`src/rtl/uart_tx_shifter.sv`:
```
// uart_tx_shifter: serialises framer output onto the UART TX pin, LSB (start bit) first.
// Each bit is held for CLKS_PER_BIT clocks; the idle line is high.
// Optional feature: define UART_TX_HOLD_BUF_EN to add a one-entry holding register so
// that a queued frame follows the previous stop bit with no idle gap.
module uart_tx_shifter #(
    parameter int FRAME_W      = 11,
    parameter int CLKS_PER_BIT = 16
) (
    input  logic               clk,
    input  logic               rst,
    input  logic [FRAME_W-1:0] frame_in,
    input  logic [3:0]         frame_len,
    input  logic               frame_valid,
    output logic               frame_ready,
    output logic               tx,
    output logic               busy,
    output logic               done
);

    localparam int              CW       = $clog2(CLKS_PER_BIT);
    localparam logic [CW-1:0]   CLK_TERM = CW'(CLKS_PER_BIT - 1);
    localparam logic [3:0]      FULL_LEN = 4'(FRAME_W);

    typedef enum logic {
        S_IDLE,
        S_SHIFT
    } state_t;

    state_t             state_q, state_d;
    logic [FRAME_W-1:0] shift_q, shift_d;
    logic [3:0]         len_q, len_d;
    logic [3:0]         bit_cnt_q, bit_cnt_d;
    logic [CW-1:0]      clk_cnt_q, clk_cnt_d;
    logic               tx_q, tx_d;
    logic               busy_q, busy_d;
    logic               done_q, done_d;

    logic               accept;
    logic               bit_end;
    logic               frame_end;
    logic [3:0]         in_len;

`ifdef UART_TX_HOLD_BUF_EN
    logic [FRAME_W-1:0] hold_frame_q, hold_frame_d;
    logic [3:0]         hold_len_q, hold_len_d;
    logic               hold_full_q, hold_full_d;
`endif

    // Out-of-range lengths (too short to carry a start bit plus data, or wider
    // than the frame) fall back to the full frame width.
    function automatic logic [3:0] eff_len(input logic [3:0] l);
        if (l < 4'd2 || int'(l) > FRAME_W) begin
            return FULL_LEN;
        end
        return l;
    endfunction

    // Handshake qualification and end-of-bit / end-of-frame detection.
    always_comb begin
        bit_end   = (state_q == S_SHIFT) && (clk_cnt_q == CLK_TERM);
        frame_end = bit_end && (bit_cnt_q == (len_q - 4'd1));
        in_len    = eff_len(frame_len);
`ifdef UART_TX_HOLD_BUF_EN
        // The hold slot also frees up in the cycle it drains into the shifter.
        frame_ready = ~hold_full_q | frame_end;
`else
        frame_ready = ~busy_q & ~rst;
`endif
        accept = frame_valid & frame_ready;
    end

    // Next-state logic for the shifter, counters and the registered outputs.
    always_comb begin
        state_d   = state_q;
        shift_d   = shift_q;
        len_d     = len_q;
        bit_cnt_d = bit_cnt_q;
        clk_cnt_d = clk_cnt_q;
`ifdef UART_TX_HOLD_BUF_EN
        hold_frame_d = hold_frame_q;
        hold_len_d   = hold_len_q;
        hold_full_d  = hold_full_q;
`endif

        case (state_q)
            S_IDLE: begin
                if (accept) begin
                    state_d   = S_SHIFT;
                    shift_d   = frame_in;
                    len_d     = in_len;
                    bit_cnt_d = '0;
                    clk_cnt_d = '0;
                end
            end
            S_SHIFT: begin
                clk_cnt_d = bit_end ? '0 : clk_cnt_q + 1'b1;
                if (frame_end) begin
                    state_d   = S_IDLE;
                    bit_cnt_d = '0;
`ifdef UART_TX_HOLD_BUF_EN
                    if (hold_full_q) begin
                        state_d     = S_SHIFT;
                        shift_d     = hold_frame_q;
                        len_d       = hold_len_q;
                        hold_full_d = accept;
                        if (accept) begin
                            hold_frame_d = frame_in;
                            hold_len_d   = in_len;
                        end
                    end else if (accept) begin
                        state_d = S_SHIFT;
                        shift_d = frame_in;
                        len_d   = in_len;
                    end
`endif
                end else begin
                    if (bit_end) begin
                        shift_d   = {1'b1, shift_q[FRAME_W-1:1]};
                        bit_cnt_d = bit_cnt_q + 4'd1;
                    end
`ifdef UART_TX_HOLD_BUF_EN
                    if (accept) begin
                        hold_frame_d = frame_in;
                        hold_len_d   = in_len;
                        hold_full_d  = 1'b1;
                    end
`endif
                end
            end
            default: begin
                state_d = S_IDLE;
            end
        endcase

        // Outputs are registered, so they are derived from the next state:
        // done is high during the final clock of the final bit period.
        tx_d   = (state_d == S_SHIFT) ? shift_d[0] : 1'b1;
        busy_d = (state_d == S_SHIFT);
        done_d = (state_d == S_SHIFT) && (clk_cnt_d == CLK_TERM) &&
                 (bit_cnt_d == (len_d - 4'd1));
    end

    // State register with synchronous reset; a reset drops any partial frame.
    always_ff @(posedge clk) begin
        if (rst) begin
            state_q   <= S_IDLE;
            shift_q   <= '0;
            len_q     <= FULL_LEN;
            bit_cnt_q <= '0;
            clk_cnt_q <= '0;
            tx_q      <= 1'b1;
            busy_q    <= 1'b0;
            done_q    <= 1'b0;
`ifdef UART_TX_HOLD_BUF_EN
            hold_frame_q <= '0;
            hold_len_q   <= FULL_LEN;
            hold_full_q  <= 1'b0;
`endif
        end else begin
            state_q   <= state_d;
            shift_q   <= shift_d;
            len_q     <= len_d;
            bit_cnt_q <= bit_cnt_d;
            clk_cnt_q <= clk_cnt_d;
            tx_q      <= tx_d;
            busy_q    <= busy_d;
            done_q    <= done_d;
`ifdef UART_TX_HOLD_BUF_EN
            hold_frame_q <= hold_frame_d;
            hold_len_q   <= hold_len_d;
            hold_full_q  <= hold_full_d;
`endif
        end
    end

    assign tx   = tx_q;
    assign busy = busy_q;
    assign done = done_q;

endmodule

```
`config.mk`:
```
export PLATFORM = sky130hd
export DESIGN_NAME = uart_tx_shifter
export DESIGN_NICKNAME = d
export VERILOG_FILES = /design/src/rtl/uart_tx_shifter.sv
export SDC_FILE = /design/constraint.sdc
export NUM_CORES = 1
export LEC_CHECK = 0
export CORE_MARGIN = 2
export CORE_UTILIZATION = 55
export CTS_CLUSTER_DIAMETER = 120
export DETAILED_ROUTE_END_ITERATION = 10
export PLACE_DENSITY = 0.81
export SLEW_MARGIN = 15
export SYNTH_ARGS = -nofsm -noshare
export SYNTH_HDL_FRONTEND = slang
export SYNTH_SLANG_ARGS = --single-unit
```
`constraint.sdc`:
```
create_clock -name clk -period 4.5 [get_ports clk]
set_input_delay 0.9 -clock clk [delete_from_list [all_inputs] [get_ports clk]]
set_output_delay 0.9 -clock clk [all_outputs]
set_load 0.02 [all_outputs]
```
* Word level (Yosys, flattened, before mapping)
Index checks and enable logic that the tools add are counted.
** Storage, ports and cells
- Register bits after elaboration :: 26
- Bits in latches :: 0
- Memory bits (writable) :: 0
- Memory bits (read-only) :: 0
- Bits of input ports :: 18
- Logic and storage cells :: 52
- Memories kept :: 0
** Cells by class
- Add/sub/neg operators :: 4
- $mul :: 0
- Divide/modulo/power cells :: 0
- $lt $le $gt $ge :: 2
- Equal/unequal tests :: 7
- Shift operators :: 0
- Mux-type cells :: 19
- Bitwise operators :: 5
- Reduce and logical (&&, ||, !) cells :: 7
** Operators with widths (number)
- 4-bit 2-to-1 mux :: 9
- 11-bit 2-to-1 mux :: 3
- 11-bit one-hot mux with 2 select lines :: 1
- 4-bit one-hot mux with 2 select lines :: 2
- 4-bit by 1-bit adder with 4-bit output, second input constant :: 2
- 4-bit equality test :: 2
- 4-bit equality test, second input constant :: 2
- 4-bit by 1-bit subtractor with 4-bit output, second input constant :: 2
- 4-bit > comparator, second input constant :: 1
- 1-bit logical AND :: 4
- 4-bit by 2-bit < comparator with 1-bit output, second input constant :: 1
- 2-bit != test, second input constant :: 2
- 1-bit 2-to-1 mux :: 3
- 1-bit NOT :: 3
- 3-bit AND reduction :: 1
- 1-bit AND :: 2
- 2-bit by 1-bit != test with 1-bit output, second input constant :: 1
- 1-bit one-hot mux with 2 select lines :: 1
- 2-bit OR reduction :: 1
- 1-bit logical OR :: 1

* Longest topological paths before layout
- Depth after elaboration :: 9
- Gate-level depth with buffers :: 9

* Worst setup path before layout
OpenSTA, ideal clock, no wires.
- Path kind :: input port to output port
- Start point :: input port rst
- End point :: output port frame_ready
- Arrival time :: 1.569 ns
- Path slack :: 2.031 ns
- Cell stages on the path :: 3
- Cells stage by stage :: clkbuf_1 -> clkbuf_1 -> nor2_1
** On the way
- Word-level cells in the longest chain between the ends :: 2
** RTL lines
- start, declared :: RTL line 10 : input logic rst,
- 1-bit NOT :: RTL line 67 : frame_ready = ~busy_q & ~rst;
- 1-bit AND :: RTL line 67
- end, declared :: RTL line 14 : output logic frame_ready,
No other way between the ends.

* Final worst setup path
Same ends and word-level chain as after synthesis.

==> metrics.txt <==
status completed; critical setup path kind primary input to primary output; final hold violations 0; cts bufs inserted 3; Pleak 0.652 nW; DP Wirelength 2.59 mm; Util after Layout 70.2%; Yosys warnings 0; Routed WL 3.41 mm; hold path depth 2; critical hold path startpoint shift_q[5]$_SDFFE_PP0P_; asr flop ratio synth 0%; VDD IR max 0.213 mV; GRT Residual Overflow 0; clk sinks 26; Crit path arrival time 2380 ps; Final ANT Viol Nets 0; Post-route DRC 0; clk buf depth 2; final worst path period share 72.9%; Cell variety after synth 45; synth cell count leaders 26 x dfxtp_1, 25 x nand2_1, 17 x a21oi_1; Final Power 0.000497 W; Port Buf Inserts 21; Core Region 2500 um^2; Avg Inst Size Synth 8.51 um^2; later-pin clock latency in the skew report 320 ps; number of global-route vias before repair 1,340; register bit total from synthesis 26; via count 1,329; fmax 0.305 GHz; ranking of synthesized cells by area dfxtp_1 35%, nand2_1 6.4%, a21oi_1 5.8%; Total GRT Usage 22.8%; initial DRC count 40; top_reg_cell synth dfxtp_1; antenna cells 0; RSZ-0062 raised after global routing no; maxcap violations 0; Reg2Reg Setup Slack 2190 ps; post-layout min period 3280 ps; routing usage on met2 41.2%; CTS Hold Bufs 0; relative slew slack 37.5%; Via density 5.99; IO Count 22; DRT Pass-1 Iters 5; Gate Count Post-Synth 173; post-CTS setup buffer count 0; Post-CTS Resized 0; global route hottest layer met2; top cell type's share of synthesized area 35.3%; Fin Setup TNS 0 ps; syn nets 195; gpl congestion 0.811; GR Util met3 3.95%; Site Rows 18; NumNets Final 215; routed len/inst 15.4 um; Slew @ Worst Pin 936 ps; Die X 55.7 um; first-pass GRT wire length 5.75 mm; reg-to-reg endpoint done$_SDFF_PP0_; Final Non-Filler Cells 222; EDFF count, synth 0; R2R depth 7; Worst R2R Start busy$_SDFF_PP0_; cell area after synthesis 1470 um^2; area delta synth->final 19.2%; Worst EP required 3600 ps; area leader, netlist dfxtp_1; max-slew violations 0; Root Buffer Master clkbuf_4; starting density of the core 58.9%; CTS HTree Levels 1; initial antenna violation count 0; share of cells above drive strength 1 8.85%; Hold WC Path Type register to register; Setup Skew 3.54 ps; CP max FO 12; clock transition at the registers of the reported paths 150 ps; die height 55.7 um; die area 3110 um^2; final setup vio count 0; largest net degree at the start of global routing 16; top-count cell post-synth dfxtp_1; PD cells 283 nW/um^2; Startpoint Class primary input; dpl cells 218; sequential area share after synthesis 35.3%; Critical Path End Type primary output; CTS tree built; met1 GRT Util 27.4%; Hold EP shift_q[5]$_SDFFE_PP0P_
==> per-stage QoR <==
stage	instance area, um^2	worst slack, ps	hold slack, ps
detailed placement	1700	948	448
finish	1760	1220	467
global route	1760	1140	490
CTS	1760	1230	467
global placement	1700	1160	442
floorplan	1470	2030	436
==> cell usage in the layout, fill, tap and decap left out, drive strengths merged, types with 2 or more instances in the layout <==
master	n
xor2	3
dfxtp	26
a22oi	10
a21oi	18
nand4	2
xnor2	8
clkbuf	3
clkdlybuf4s50	21
nand3	3
buf	2
o21ai	4
o22ai	2
nor4	2
nand2	25
nor2	15
nand2b	5
mux2i	4
nand3b	2
ha	4
nor3	3
inv	4
a31oi	3
nor2b	4
==> power by group <==
part           internal, W   total, W  switching [W]
Combinational    0.0000421  0.0000855      0.0000434
Sequential        0.000240   0.000250      0.0000100
Clock            0.0000900   0.000161      0.0000713
==> sequential cells by signal, indices dropped and copies added, names as in the netlist <==
register / count
len_q: 4
done: 1
bit_cnt_q: 4
shift_q: 11
tx: 1
busy: 1
clk_cnt_q: 4
==> kinds of logic after synthesis <==
family | synth area share [%]
AOI/OAI and AO/OA | 21.7
xor gates and xnor gates | 8.67
adders and majority gates | 3.40
muxes | 3.48
buffers and inverters | 3.23
DFF | 35.3
and+or+nand+nor | 24.2
==> worst max-delay path, cell delays in order <==
cell             delay, ps
clkdlybuf4s50_1        660
nor2_1                 190
clkdlybuf4s50_1        630
==> routing by layer <==
metal	wire [um]	share of wire, %
met4	27	0.79
met5	0	0
met2	1750	51
met3	168	4.9
met1	1460	43
==> worst max path at each step <==
stage	startpoint	endpoint	slack, ps	cells after the start
5_1_grt	rst	frame_ready	1140	3
3_5_place_dp	rst	done$_SDFF_PP0_	950	8
3_3_place_gp	rst	done$_SDFF_PP0_	1160	8
2_1_floorplan	rst	frame_ready	2030	3
4_1_cts	rst	frame_ready	1230	3
6_report	rst	frame_ready	1220	3
==> area by class of cell <==
| type | count | area, um^2 |
|---|---|---|
| multi-input combinational | 135 | 905 |
| tap | 30 | 37.5 |
| fill | 212 | 744 |
| sequential | 26 | 520 |
| clock inverter | 1 | 30.0 |
| clock buffer | 3 | 22.5 |
| inverter | 4 | 15.0 |
| timing repair buffer | 23 | 225 |
No activity file was read; power rests on OpenSTA's default activity.
